### src/rtl/axi4l_read_pipe.sv
// AXI4-Lite read slave front end: credit-limited AR acceptance, fixed-latency memory
// read with a tag pipeline, and an in-order first-word-fall-through response FIFO.
module axi4l_read_pipe #(
    parameter int unsigned MAX_OR     = 8,
    parameter int unsigned ADDR_WIDTH = 8,
    parameter int unsigned DATA_WIDTH = 32,
    parameter int unsigned RD_LATENCY = 1,
    parameter int unsigned MEM_DEPTH  = 2 ** ADDR_WIDTH
) (
    input  logic                       aclk,
    input  logic                       aresetn,
    input  logic                       arvalid,
    output logic                       arready,
    input  logic [ADDR_WIDTH-1:0]      araddr,
    input  logic [1:0]                 arprot,
    output logic                       rvalid,
    input  logic                       rready,
    output logic [DATA_WIDTH-1:0]      rdata,
    output logic [1:0]                 rresp,
    output logic                       rden,
    output logic [ADDR_WIDTH-1:0]      rdaddr,
    input  logic [DATA_WIDTH-1:0]      rddata,
    input  logic [1:0]                 rdcollision,
    output logic [$clog2(MAX_OR):0]    outstanding
);

    localparam int unsigned PW = $clog2(MAX_OR);
    localparam int unsigned CW = PW + 1;

    localparam logic [1:0] RESP_OKAY   = 2'b00;
    localparam logic [1:0] RESP_SLVERR = 2'b10;
    localparam logic [1:0] RESP_DECERR = 2'b11;

    typedef struct packed {
        logic [1:0]            resp;
        logic [DATA_WIDTH-1:0] data;
    } rsp_t;

    logic                  unused_arprot;
    logic [CW-1:0]         cnt_q;
    logic                  ar_hs;
    logic                  r_hs;
    logic                  mapped;
    logic                  rden_q;
    logic [ADDR_WIDTH-1:0] rdaddr_q;
    logic [RD_LATENCY:0]   vld_q;
    logic [RD_LATENCY:0]   unm_q;
    logic                  fifo_wr;
    logic                  fifo_empty;
    logic                  fifo_full;
    logic [CW-1:0]         wr_ptr_q;
    logic [CW-1:0]         rd_ptr_q;
    rsp_t                  wr_rsp;
    rsp_t                  head;
    rsp_t                  mem_q [MAX_OR];

    assign unused_arprot = ^arprot;

    // Credit check straight off the registered counter; held low while in reset.
    assign arready = aresetn && (cnt_q != CW'(MAX_OR));
    assign ar_hs   = arvalid && arready;
    assign r_hs    = rvalid && rready;
    assign mapped  = ({1'b0, araddr} < (ADDR_WIDTH + 1)'(MEM_DEPTH));

    always_ff @(posedge aclk or negedge aresetn) begin
        if (!aresetn) begin
            cnt_q <= '0;
        end else if (ar_hs && !r_hs) begin
            cnt_q <= cnt_q + CW'(1);
        end else if (!ar_hs && r_hs) begin
            cnt_q <= cnt_q - CW'(1);
        end
    end

    assign outstanding = cnt_q;

    // Memory request issue and {valid, unmapped} tag pipeline aligned to read data.
    always_ff @(posedge aclk or negedge aresetn) begin
        if (!aresetn) begin
            rden_q   <= 1'b0;
            rdaddr_q <= '0;
            vld_q    <= '0;
            unm_q    <= '0;
        end else begin
            rden_q <= ar_hs && mapped;
            if (ar_hs && mapped) begin
                rdaddr_q <= araddr;
            end
            vld_q <= {vld_q[RD_LATENCY-1:0], ar_hs};
            unm_q <= {unm_q[RD_LATENCY-1:0], ar_hs && !mapped};
        end
    end

    assign rden    = rden_q;
    assign rdaddr  = rdaddr_q;
    assign fifo_wr = vld_q[RD_LATENCY];

    always_comb begin
        wr_rsp = '0;
        if (unm_q[RD_LATENCY]) begin
            wr_rsp.resp = RESP_DECERR;
        end else begin
            wr_rsp.data = rddata;
            wr_rsp.resp = (rdcollision != 2'b00) ? RESP_SLVERR : RESP_OKAY;
        end
    end

    // Response FIFO; the extra pointer MSB separates full from empty.
    assign fifo_empty = (wr_ptr_q == rd_ptr_q);
    assign fifo_full  = (wr_ptr_q[PW] != rd_ptr_q[PW]) &&
                        (wr_ptr_q[PW-1:0] == rd_ptr_q[PW-1:0]);

    always_ff @(posedge aclk or negedge aresetn) begin
        if (!aresetn) begin
            wr_ptr_q <= '0;
            rd_ptr_q <= '0;
        end else begin
            if (fifo_wr) begin
                wr_ptr_q <= wr_ptr_q + CW'(1);
            end
            if (r_hs) begin
                rd_ptr_q <= rd_ptr_q + CW'(1);
            end
        end
    end

    always_ff @(posedge aclk) begin
        if (fifo_wr) begin
            mem_q[wr_ptr_q[PW-1:0]] <= wr_rsp;
        end
    end

    assign head   = mem_q[rd_ptr_q[PW-1:0]];
    assign rvalid = !fifo_empty;
    assign rdata  = rvalid ? head.data : '0;
    assign rresp  = rvalid ? head.resp : 2'b00;

    // The credit counter must make this unreachable.
    ap_no_overflow: assert property (@(posedge aclk) disable iff (!aresetn)
                                     !(fifo_wr && fifo_full))
        else $error("response FIFO written while full");

endmodule

### config.mk
export PLATFORM = sky130hd
export DESIGN_NAME = axi4l_read_pipe
export DESIGN_NICKNAME = d
export VERILOG_FILES = /design/src/rtl/axi4l_read_pipe.sv
export SDC_FILE = /design/constraint.sdc
export NUM_CORES = 1
export LEC_CHECK = 0
export ABC_AREA = 1
export BUFFER_PORTS_ARGS = -buffer_cell sky130_fd_sc_hd__buf_4
export CAP_MARGIN = 20
export CELL_PAD_IN_SITES_DETAIL_PLACEMENT = 0
export CELL_PAD_IN_SITES_GLOBAL_PLACEMENT = 1
export CORE_MARGIN = 2
export CORE_UTILIZATION = 41
export CTS_BUF_LIST = sky130_fd_sc_hd__clkbuf_2
export DETAILED_ROUTE_END_ITERATION = 8
export PLACE_DENSITY = 0.73
export SETUP_SLACK_MARGIN = 0.05
export SLEW_MARGIN = 25
export SYNTH_ARGS = -nofsm -noshare
export SYNTH_HDL_FRONTEND = slang
export SYNTH_SLANG_ARGS = --single-unit
### constraint.sdc
create_clock -name aclk -period 2.9 [get_ports aclk]
set_input_delay 0 -clock aclk [delete_from_list [all_inputs] [get_ports aclk]]
set_output_delay 0 -clock aclk [all_outputs]
set_load 0.005 [all_outputs]
# Yosys cells after proc, flatten, opt, wreduce, memory -nomap -nowiden
# Memory sizes are Yosys's and may differ from the RTL's.
# Cells that the tools add are included.
# classes
addsub	4
n_eq_ne	2
mux	7
reduce_logical	10
# ops
cell	n
$mux 32	1
$add 4x1->4 const B	3
$mux 4	2
$logic_and 1x1->1	5
$eq 4x4->1	1
$mux 2	2
$ne 4x4->1 const B	1
$reduce_bool 2->1	2
$sub 4x1->4 const B	1
$logic_not 1->1	3
$mux 1	2
# word_totals
register_bits	23
mem_bits_rw	272
in_bits	48
output_inout_bits	49
mem_count	1
# mem_list
name	depth	word_bits	rd	rd_ports_with_merged_regs	write_ports	line	source
mem_q	8	34	1	0	1	55	rsp_t mem_q [MAX_OR];

# Depth between registers and ports, before layout
# Gate-level depths: netlist of run 1.
# logic_depth
word_depth	7
depth_mapped	17

# Worst setup path before layout of run 1
# OpenSTA, ideal clock, no wires.
# synth_path
path_type	flip-flop to flip-flop
start	register wr_ptr_q[0]
end	memory mem_q[0][0] in the netlist's numbering, enable pin
arrival_time_ns	1.990
path_slack_ns	0.487
path_stages_with_launch	4
path_buffers	0
cell_sequence	dfrtp_1 inv_1 nand2_1 nor2_1
# synth_rtl
item	line	source
from (decl)	51	logic [CW-1:0] wr_ptr_q;
from (signal assigned)	119	wr_ptr_q <= wr_ptr_q + CW'(1);
to (decl)	55	
# Straight into the memory's write port.

# Worst setup path in the final report of run 1
# layout_path
start	register rd_ptr_q[0]
end	output rdata[24]
# layout_via
elab_chain_cells	2
elab_cells_between_ends	3
# layout_rtl
item	line	source
from (decl)	52	logic [CW-1:0] rd_ptr_q;
from (signal assigned)	122	rd_ptr_q <= rd_ptr_q + CW'(1);
$mem_v2 8x34 or $eq 4x4->1 (tied branches)	n/a	
$mux 32 (*)	135	assign rdata = rvalid ? head.data : '0;
to (decl)	18	output logic [DATA_WIDTH-1:0] rdata,
# Mark *: on every way between the ends. The rest lies on a longest branch, timed or not.

==> flow_summary.ini, run 1 <==
[final_layout]
fill_cells = 2546
flow.area_growth_from_synthesis_pct = 24.0
multi_input_comb_area_mm2 = 0.00298
final_instance_area_mm2 = 0.0149
layoutNonFillerInstCount = 1782
design.final.nets = 1405
combined_flip_flop_and_latch_cell_area_mm2 = 0.00848
final_layout_size_suffix_gt1_frac = 0.162

[power]
power.sequential.fraction = 0.395
power.density_cell_area_mw_per_mm2 = 872
comb_power_share = 0.413
switching_share = 0.384
power.static_leakage_nw = 6.19
pwr-share-clk = 0.192
internal-power_w = 0.00799
switchingPower_w = 0.00498
max-vdd-ir-drop_uv = 646

[clocking]
clkSlewWorstSetupHoldPaths_ns = 0.11
clock_tree.root_cell = clkbuf_2
cts.sink_count = 286
clkLatencyLatePin_ns = 0.80
tritoncts_clock_tree = done
cts-buffers-inserted = 71
htree_num_levels = 3
cts-root-to-sink-buffers = 3

[critical_path]
critical_path.endpoint_type = primary output
timing.critical_path.fanout_max = 132
crit_type = register to primary output
timing.critical_path.required_ns = 2.90
critical_path.startpoint_type = register
critical_path_arrival_ns = 2.73

[sta]
max_freq_ghz = 0.367
finalSetupViolCount = 0
setup_tns_ns = 0
post-route-worst-setup-slack_ns = 0.173
clock-skew-final_ns = 0.0398
period_minus_slack_ns = 2.73
fin_worst_hold_slack_ns = 0.0989
layout_worst_path_cycle_share = 0.940
slew-limit-headroom = 0.561
rsz_0062_raised_after_global_routing = yes
max_slew.worst_pin.slew_ns = 0.659
hold_viol_final = 0
slew_viol_final = 0

[detailed_routing]
vias = 8357
detail_route.drc_violations = 0
postRouteAntennaNets = 0
drt_wl_total_um = 27800
drt_pre_antenna_iters = 4
via_per_inst = 4.69
dr.first_iter.drc_count = 494
wire_per_inst_um = 15.6

[synthesis]
synth_seq_cells = 286
yosys-top-cells-count = nand2_1, edfxtp_1, nor2_1
synthTopCellsByArea = edfxtp_1, nand2_1, nor2_1
postSynthAreaPerCell_um2 = 10.7
ys_async_sr_fraction = 0.0769
synth-warning-count = 0
synth_enable_flop_cells = 264
synth.top_cell.area_share = 0.661
netlist_instances = 1121
mappedNetlistNets = 1175
ys_seq_area_frac = 0.707
post_synth_instance_area_mm2 = 0.0120
netlist.top_cell.by_area = edfxtp_1
ys_types = 24
yosys.cell_count.top_type = nand2_1
postSynth.topFlopCell = edfxtp_1

[grt]
grt_antenna_before_repair = 1
grt_max_degree = 134
gr-usage-all-layers = 0.182
grt_first_pass_wirelength_um = 43300
grt_pass1_vias = 8358
overflow = 0

[placement]
gp_congestion = 0.743
placement.setup.worst_slack_ns = 0.646
dp.final_hpwl_um = 13200
place_inst = 1557
portBuffers = 93
post_detailed_placement_cell_area_mm2 = 0.0132

[floorplanning]
die_w_um = 175
placementRows = 62
core-area_mm2 = 0.0288
ioPinCount = 97
floorplan.die_area_mm2 = 0.0306
chipHeight_um = 175
starting_density_of_the_core = 0.417

[worst_hold_path]
class_of_the_most_critical_hold_timing_path = input pin to register

[flow_run]
maxCapViolations = 0

[run_status]
status = finished, final reports clean
layout make-up:
class / instances / share of cell area
flip-flops and latches: 286 / 0.571
multi-input cells: 698 / 0.200
repair buffers: 214 / 0.137
well taps: 384 / 0.0323
clock buffers: 94 / 0.0316
inverters: 80 / 0.0204
clock inverters: 25 / 0.00816
diodes: 1 / 0.000168
state kept, by name (all words and copies together) (netlist names):
signal       flops
rd_ptr_q         4
mem_q          264
outstanding      4
wr_ptr_q         4
vld_q            2
rdaddr           8
layer usage:
metal	routed length (um)	GRT usage	vias up
met4	470	0.0674	0
met2	13600	0.309	210
li1	-	-	4183
met3	1410	0.0413	42
met1	12400	0.229	3922
met5	0	0	-
critical path, cell delays in order (launching register included):
cell	delay, ns
dfrtp_4	0.50
buf_16	0.42
nor2_1	0.12
nor2_1	0.12
o21ai_0	0.12
nand2_1	0.09
nor2_1	0.04
nor2_1	0.22
buf_4	0.15
cell families (layout without fill, tap and decap cells):
family	after synthesis	after routing	synth area share
buffers and inverters	137	413	0.0499
adders and majority gates	6	6	0.00689
and+or+nand+nor	614	614	0.201
AOI/OAI and AO/OA	69	69	0.0288
xor gates and xnor gates	8	8	0.00584
other	1	2	0.000313
DFF	286	286	0.707
path summary, 6_finish.rpt:
path	startpoint	end	slack [ns]	cells past startpoint
max	rd_ptr_q[0]	rdata[24]	0.17	8
min	rready	rd_ptr_q[2]	0.1	5
max reg2reg	outstanding[0]	rdaddr[0]	0.38	9
min reg2reg	vld_q[0]	vld_q[1]	0.38	0
max in group asynchronous	aresetn	rd_ptr_q[0]	2.12	4
min in group asynchronous	aresetn	wr_ptr_q[3]	0.39	4
layout by cell type (no fill, tap or decap), drive strengths merged:
cell type | Yosys | final
xnor2 | 3 | 3
fa | 1 | 1
dfrtp | 22 | 22
conb | 1 | 1
nand2b | 1 | 1
nand3 | 75 | 75
clkinv | 1 | 23
ha | 5 | 5
o21ai | 69 | 69
buf | 45 | 110
inv | 79 | 81
dlygate4sd3 | 0 | 103
nand2 | 326 | 326
or2 | 2 | 2
edfxtp | 264 | 264
nor2 | 210 | 210
clkbuf | 12 | 95
diode | 0 | 1
xor2 | 5 | 5
bufinv | 0 | 1
power by group through the flow:
stage / logic (W) / clock network (W) / registers [W]
2_1_floorplan: 0.00317 / 0 / 0.00516
3_3_place_gp: 0.00515 / 0 / 0.00520
3_5_place_dp: 0.00517 / 0 / 0.00521
4_1_cts: 0.00534 / 0.00257 / 0.00512
5_1_grt: 0.00603 / 0.00278 / 0.00516
6_report: 0.00536 / 0.00249 / 0.00512
per-stage QoR:
stage	total power, W	util
floorplan	0.00833	-
CTS	0.0130	0.515
finish	0.0130	0.517
global placement	0.0103	0.458
detailed placement	0.0104	0.458
global route	0.0140	0.517
repair_timing:
action,4_1_cts,5_1_grt
hold buffers,103,1
setup endpoints to repair,4,17
endpoints found under the hold margin,303,22
cloned,0,1
gates resized for setup,2,3
pin swaps,0,0
setup buffers,0,0
Note: power is estimated with default switching activity, not from simulation.
==> run 2, diff against run 1 <==
- CTS_BUF_LIST: sky130_fd_sc_hd__clkbuf_2 -> sky130_fd_sc_hd__clkbuf_8
==> run 2 against run 1 <==
Cell area shrank 2.1%; non-clock buffer count decreased by 52; final cell count down 5.1%; global-route usage decreased by 0.68 points; sequential power barely moved; die area unchanged; clock power up 27%; flip-flop and latch count is the same; fmax up 7.8%; clock skew is 0.023 ns lower; first-iteration DRC count decreased by 0.61%; routed wire length is 5.1% lower.
==> flow_summary.ini, run 2 (synthesis gave the netlist of run 1 again) <==
[sta]
clock-skew-final_ns = 0.0165
slew_viol_final = 0
setup_tns_ns = 0
hold_viol_final = 0
finalSetupViolCount = 0
max_slew.worst_pin.slew_ns = 0.907
period_minus_slack_ns = 2.53
rsz_0062_raised_after_global_routing = no
layout_worst_path_cycle_share = 0.872
slew-limit-headroom = 0.396
max_freq_ghz = 0.395

[grt]
grt_antenna_before_repair = 0
grt_pass1_vias = 7897
grt_max_degree = 134
overflow = 0
gr-usage-all-layers = 0.176
grt_first_pass_wirelength_um = 41900

[power]
internal-power_w = 0.00860
pwr-share-clk = 0.235
power.static_leakage_nw = 6.01
comb_power_share = 0.385
max-vdd-ir-drop_uv = 597
power.sequential.fraction = 0.380
power.density_cell_area_mw_per_mm2 = 926
switchingPower_w = 0.00488
switching_share = 0.362

[clocking]
htree_num_levels = 2
cts.sink_count = 286
cts-buffers-inserted = 46
clkLatencyLatePin_ns = 0.54
clock_tree.root_cell = clkbuf_8
clkSlewWorstSetupHoldPaths_ns = 0.06
tritoncts_clock_tree = done
cts-root-to-sink-buffers = 3
cts_repair_resized_insts = 0

[placement]
dp.final_hpwl_um = 13200
gp_congestion = 0.743
post_detailed_placement_cell_area_mm2 = 0.0132
portBuffers = 93

[final_layout]
final_instance_area_mm2 = 0.0146
mostFrequentLayoutCells = nand2_1, edfxtp_1, nor2_1, buf_4, inv_1
design.final.nets = 1328
largest_register_ff_count = 264
layout.cells.most_common = nand2_1
antennaDiodeCount = 0
flow.area_growth_from_synthesis_pct = 21.4
final_layout_size_suffix_gt1_frac = 0.140

[worst_hold_path]
worstHoldPathCells = 4
class_of_the_most_critical_hold_timing_path = input pin to register
hold_start = arvalid
hold_end = vld_q[0]

[critical_path]
cp_cell_sequence = buf_4 > nand3_1 > nand3_1 > nand2_1 > nor2_1 > buf_4
r2r-end = outstanding[3]
timing.critical_path.required_ns = 2.90
number_of_buffers_and_inverters_on_the_critical_path = 2
crit_type = register to primary output
critical_path.startpoint_type = register
crit-reg2reg-launch = outstanding[0]
critical_path.endpoint_type = primary output
r2r.worst_path.cells = 12
critical_path_arrival_ns = 2.53
critical-path-max-stage-delay_ns = 0.73
timing.critical_path.fanout_max = 63
critical-path-top-delay-family = buffers and inverters
crit_slowest_cell = buf_4
reg2reg_slack_ns = 0.66

[detailed_routing]
detail_route.drc_violations = 0
via_per_inst = 4.71
postRouteAntennaNets = 0
wire_per_inst_um = 15.6
vias = 7962
drt_wl_total_um = 26400
dr.first_iter.drc_count = 491
drt_pre_antenna_iters = 5

[floorplanning]
starting_density_of_the_core = 0.417
placementRows = 62
floorplan.die_area_mm2 = 0.0306
die_w_um = 175
core-area_mm2 = 0.0288
chipHeight_um = 175
ioPinCount = 97

[flow_run]
maxCapViolations = 0

[run_status]
status = finished, final reports clean
-- run 2: repair_timing --
item / 4_1_cts / 5_1_grt
setup buffers: 0 / 0
endpoints found under the setup margin: 0 / 0
hold buffers: 53 / 0
endpoints found under the hold margin: 298 / 0
-- run 2: per-stage QoR --
step	setup WS, ns	power, W	utilization	cells	hold slack [ns]
finish	0.371	0.0135	0.506	1692	0.0282
global placement	0.660	0.0103	0.458	1557	-0.0802
floorplan	0.487	0.00833	-	1121	-0.296
CTS	0.299	0.0137	0.506	1692	0.00676
detailed placement	0.646	0.0104	0.458	1557	-0.0780
global route	0.170	0.0145	0.506	1692	0.0521
-- run 2: cell type report --
| type | count | area [um2] |
|---|---|---|
| clock inverter | 32 | 158 |
| clock buffer | 50 | 688 |
| sequential | 286 | 8480 |
| tap | 384 | 480 |
| fill | 2547 | 14200 |
| timing repair buffer | 162 | 1470 |
| multi-input combinational | 698 | 2980 |
| inverter | 80 | 303 |
-- run 2: worst reg2reg max path, delay by kind of cell (launching register included) --
family	cells	cell delay (ns)
fa+ha+maj	2	0.50
simple gates	8	0.95
flops	1	0.45
buf+inv	2	0.23
-- run 2: layer usage --
| metal | routed length, um | GRT usage | vias to the layer above |
|---|---|---|---|
| met5 | 0 | 0 | - |
| met3 | 1250 | 0.0335 | 42 |
| met4 | 544 | 0.0524 | 0 |
| met2 | 12900 | 0.300 | 181 |
| met1 | 11700 | 0.228 | 3744 |
| li1 | - | - | 3995 |
-- run 2: how the worst max path moves through the flow --
| stage | cells past startpoint | end | startpoint | slack, ns |
|---|---|---|---|---|
| CTS | 7 | rresp[1] | rd_ptr_q[1] | 0.30 |
| global placement | 12 | outstanding[3] | outstanding[0] | 0.66 |
| finish | 6 | rresp[1] | rd_ptr_q[1] | 0.37 |
| global route | 7 | rresp[1] | rd_ptr_q[1] | 0.17 |
| floorplan | 3 | mem_q[0][0] | wr_ptr_q[0] | 0.49 |
| detailed placement | 12 | outstanding[3] | outstanding[0] | 0.65 |
-- run 2: power by group through the flow --
stage               clock [W]  sequential [W]  combinational, W
finish                0.00316         0.00512           0.00519
global route          0.00342         0.00516           0.00586
CTS                   0.00325         0.00513           0.00528
detailed placement          0         0.00521           0.00517
global placement            0         0.00520           0.00515
floorplan                   0         0.00516           0.00317
==> run 3, diff against run 2 <==
--- a/constraint.sdc
+++ b/constraint.sdc
@@ -3,2 +3,2 @@
 set_output_delay 0 -clock aclk [all_outputs]
-set_load 0.005 [all_outputs]
+set_load 0.01 [all_outputs]
==> run 3 against run 2 <==
Non-clock buffer count is 3 higher; fmax is 0.40% lower; die area stayed put; global-route usage is 0.062 points lower; routed wire length hardly changed; hold slack better by 0.035 ns; sequential share of layout area is 0.060 points lower; first-iteration DRC count is 17% higher; worst setup slack worse by 0.010 ns; final cell count is 0.41% higher; power is 1.7% higher; clock power hardly changed; critical endpoint unchanged; largest power group unchanged.
==> flow_summary.ini, run 3 (synthesis gave the netlist of run 1 again) <==
[power]
max-vdd-ir-drop_uv = 884
power.static_leakage_nw = 6.05
power.density_cell_area_mw_per_mm2 = 941
overall_power_of_the_completed_layout_w = 0.0137

[detailed_routing]
routedLengthMet1_um = 11800
detail_route.drc_violations = 0
vias = 7986
dr.first_iter.drc_count = 573
drt_pre_antenna_iters = 5
drt_wl_total_um = 26400
wire_per_inst_um = 15.5
postRouteAntennaNets = 0
routed.top_layer = met4
met3_length_um = 1350
via_per_inst = 4.70
detailroute.wirelength.met2_um = 12700

[sta]
hold_viol_final = 0
slew-limit-headroom = 0.373
layout_worst_path_cycle_share = 0.876
clock-skew-final_ns = 0.0103
setup_tns_ns = 0
finalSetupViolCount = 0
slew_viol_final = 0
max_freq_ghz = 0.394
max_slew.worst_pin.slew_ns = 0.940
rsz_0062_raised_after_global_routing = no
period_minus_slack_ns = 2.54

[final_layout]
final_layout_size_suffix_gt1_frac = 0.144
flow.area_growth_from_synthesis_pct = 21.5
layout.cells.most_common = nand2_1
mostFrequentLayoutCells = nand2_1, edfxtp_1, nor2_1, buf_4, inv_1
multi_input_comb_area_mm2 = 0.00298
largest_register_ff_count = 264
fill_cells = 2532
antennaDiodeCount = 0
design.final.nets = 1332
combined_flip_flop_and_latch_cell_area_mm2 = 0.00848

[floorplanning]
placementRows = 62
floorplan.die_area_mm2 = 0.0306
die_w_um = 175
chipHeight_um = 175
ioPinCount = 97
core-area_mm2 = 0.0288
starting_density_of_the_core = 0.417

[critical_path]
critical_path.startpoint_type = register
reg2reg_slack_ns = 0.63
r2r-end = outstanding[3]
critical_path.endpoint_type = primary output
r2r.worst_path.cells = 12
timing.critical_path.required_ns = 2.90
crit_type = register to primary output
critical_path_arrival_ns = 2.54
timing.critical_path.fanout_max = 76
crit-reg2reg-launch = outstanding[0]

[grt]
gr-usage-all-layers = 0.175
grt_pass1_vias = 7964
grt_max_degree = 134
overflow = 0
grt_first_pass_wirelength_um = 41700
grt_antenna_before_repair = 0

[clocking]
cts_repair_resized_insts = 0
clock_tree.root_cell = clkbuf_8
cts-root-to-sink-buffers = 3
cts.sink_count = 286
cts.repair_timing.setup_buffer_count = 0
tritoncts_clock_tree = done
clkLatencyLatePin_ns = 0.54
cts-buffers-inserted = 47
htree_num_levels = 2
clkSlewWorstSetupHoldPaths_ns = 0.06

[run_status]
status = finished, final reports clean

[placement]
portBuffers = 93
gp_congestion = 0.740
dp.final_hpwl_um = 13200

[worst_hold_path]
class_of_the_most_critical_hold_timing_path = input pin to asynchronous set/reset pin

[flow_run]
maxCapViolations = 0
[run 3: cell types whose count changed in the layout (fill, tap and decap cells not counted)]
cell and change:
buf_4 +4, clkinv_1 -4, clkinv_2 +4, inv_1 +4, clkbuf_8 +3, buf_12 -2, bufinv_16 -1, clkinv_4 -1
clkinvlp_4 -1, dlygate4sd3_1 +1
[run 3: area by class of cell]
type | count | area share
clock inverters | 33 | 0.00901
clock buffers | 53 | 0.0500
multi-input cells | 698 | 0.204
inverters | 80 | 0.0208
flip-flops and latches | 286 | 0.582
well taps | 384 | 0.0330
repair buffers | 165 | 0.101
[run 3: repair_timing]
item,CTS,global route
hold buffers,54,0
endpoints found under the hold margin,299,0
endpoints found under the setup margin,0,0
[run 3: critical path, stage by stage (launching register included)]
cell     delay [ns]
dfrtp_4        0.44
buf_4          0.67
nor2_1         0.11
nor2_1         0.10
o21ai_0        0.09
nand2_1        0.08
nor2_1         0.04
nor2_1         0.24
buf_4          0.18
[run 3: power by group]
part / leakage (nW) / internal (W) / switching (W)
Combinational: 2.88 / 0.00201 / 0.00342
Sequential: 2.65 / 0.00494 / 0.000174
Clock: 0.518 / 0.00167 / 0.00150
[run 3: how the worst max path moves through the flow]
stage / from / to / slack, ns
after floorplan: wr_ptr_q[0] / mem_q[0][0] / 0.49
after global placement: outstanding[0] / outstanding[3] / 0.65
after detailed placement: outstanding[0] / outstanding[3] / 0.63
after CTS: rd_ptr_q[0] / rresp[1] / 0.30
after global routing: rd_ptr_q[0] / rresp[1] / 0.12
final: rd_ptr_q[0] / rresp[1] / 0.36
[run 3: stage by stage]
step / instances / hold WS [ns] / setup WS [ns] / utilization / cell area (um2)
floorplan: 1121 / -0.296 / 0.487 / - / 12000
global placement: 1559 / -0.0791 / 0.648 / 0.458 / 13200
detailed placement: 1559 / -0.0808 / 0.626 / 0.458 / 13200
CTS: 1699 / 0.192 / 0.300 / 0.507 / 14600
global route: 1699 / 0.109 / 0.125 / 0.506 / 14600
finish: 1699 / 0.0628 / 0.360 / 0.506 / 14600
[run 3: metal layers]
metal,GRT usage,vias to the layer above
met3,0.0344,43
met1,0.224,3755
met2,0.300,187
li1,-,4001
met5,0,-
met4,0.0542,0
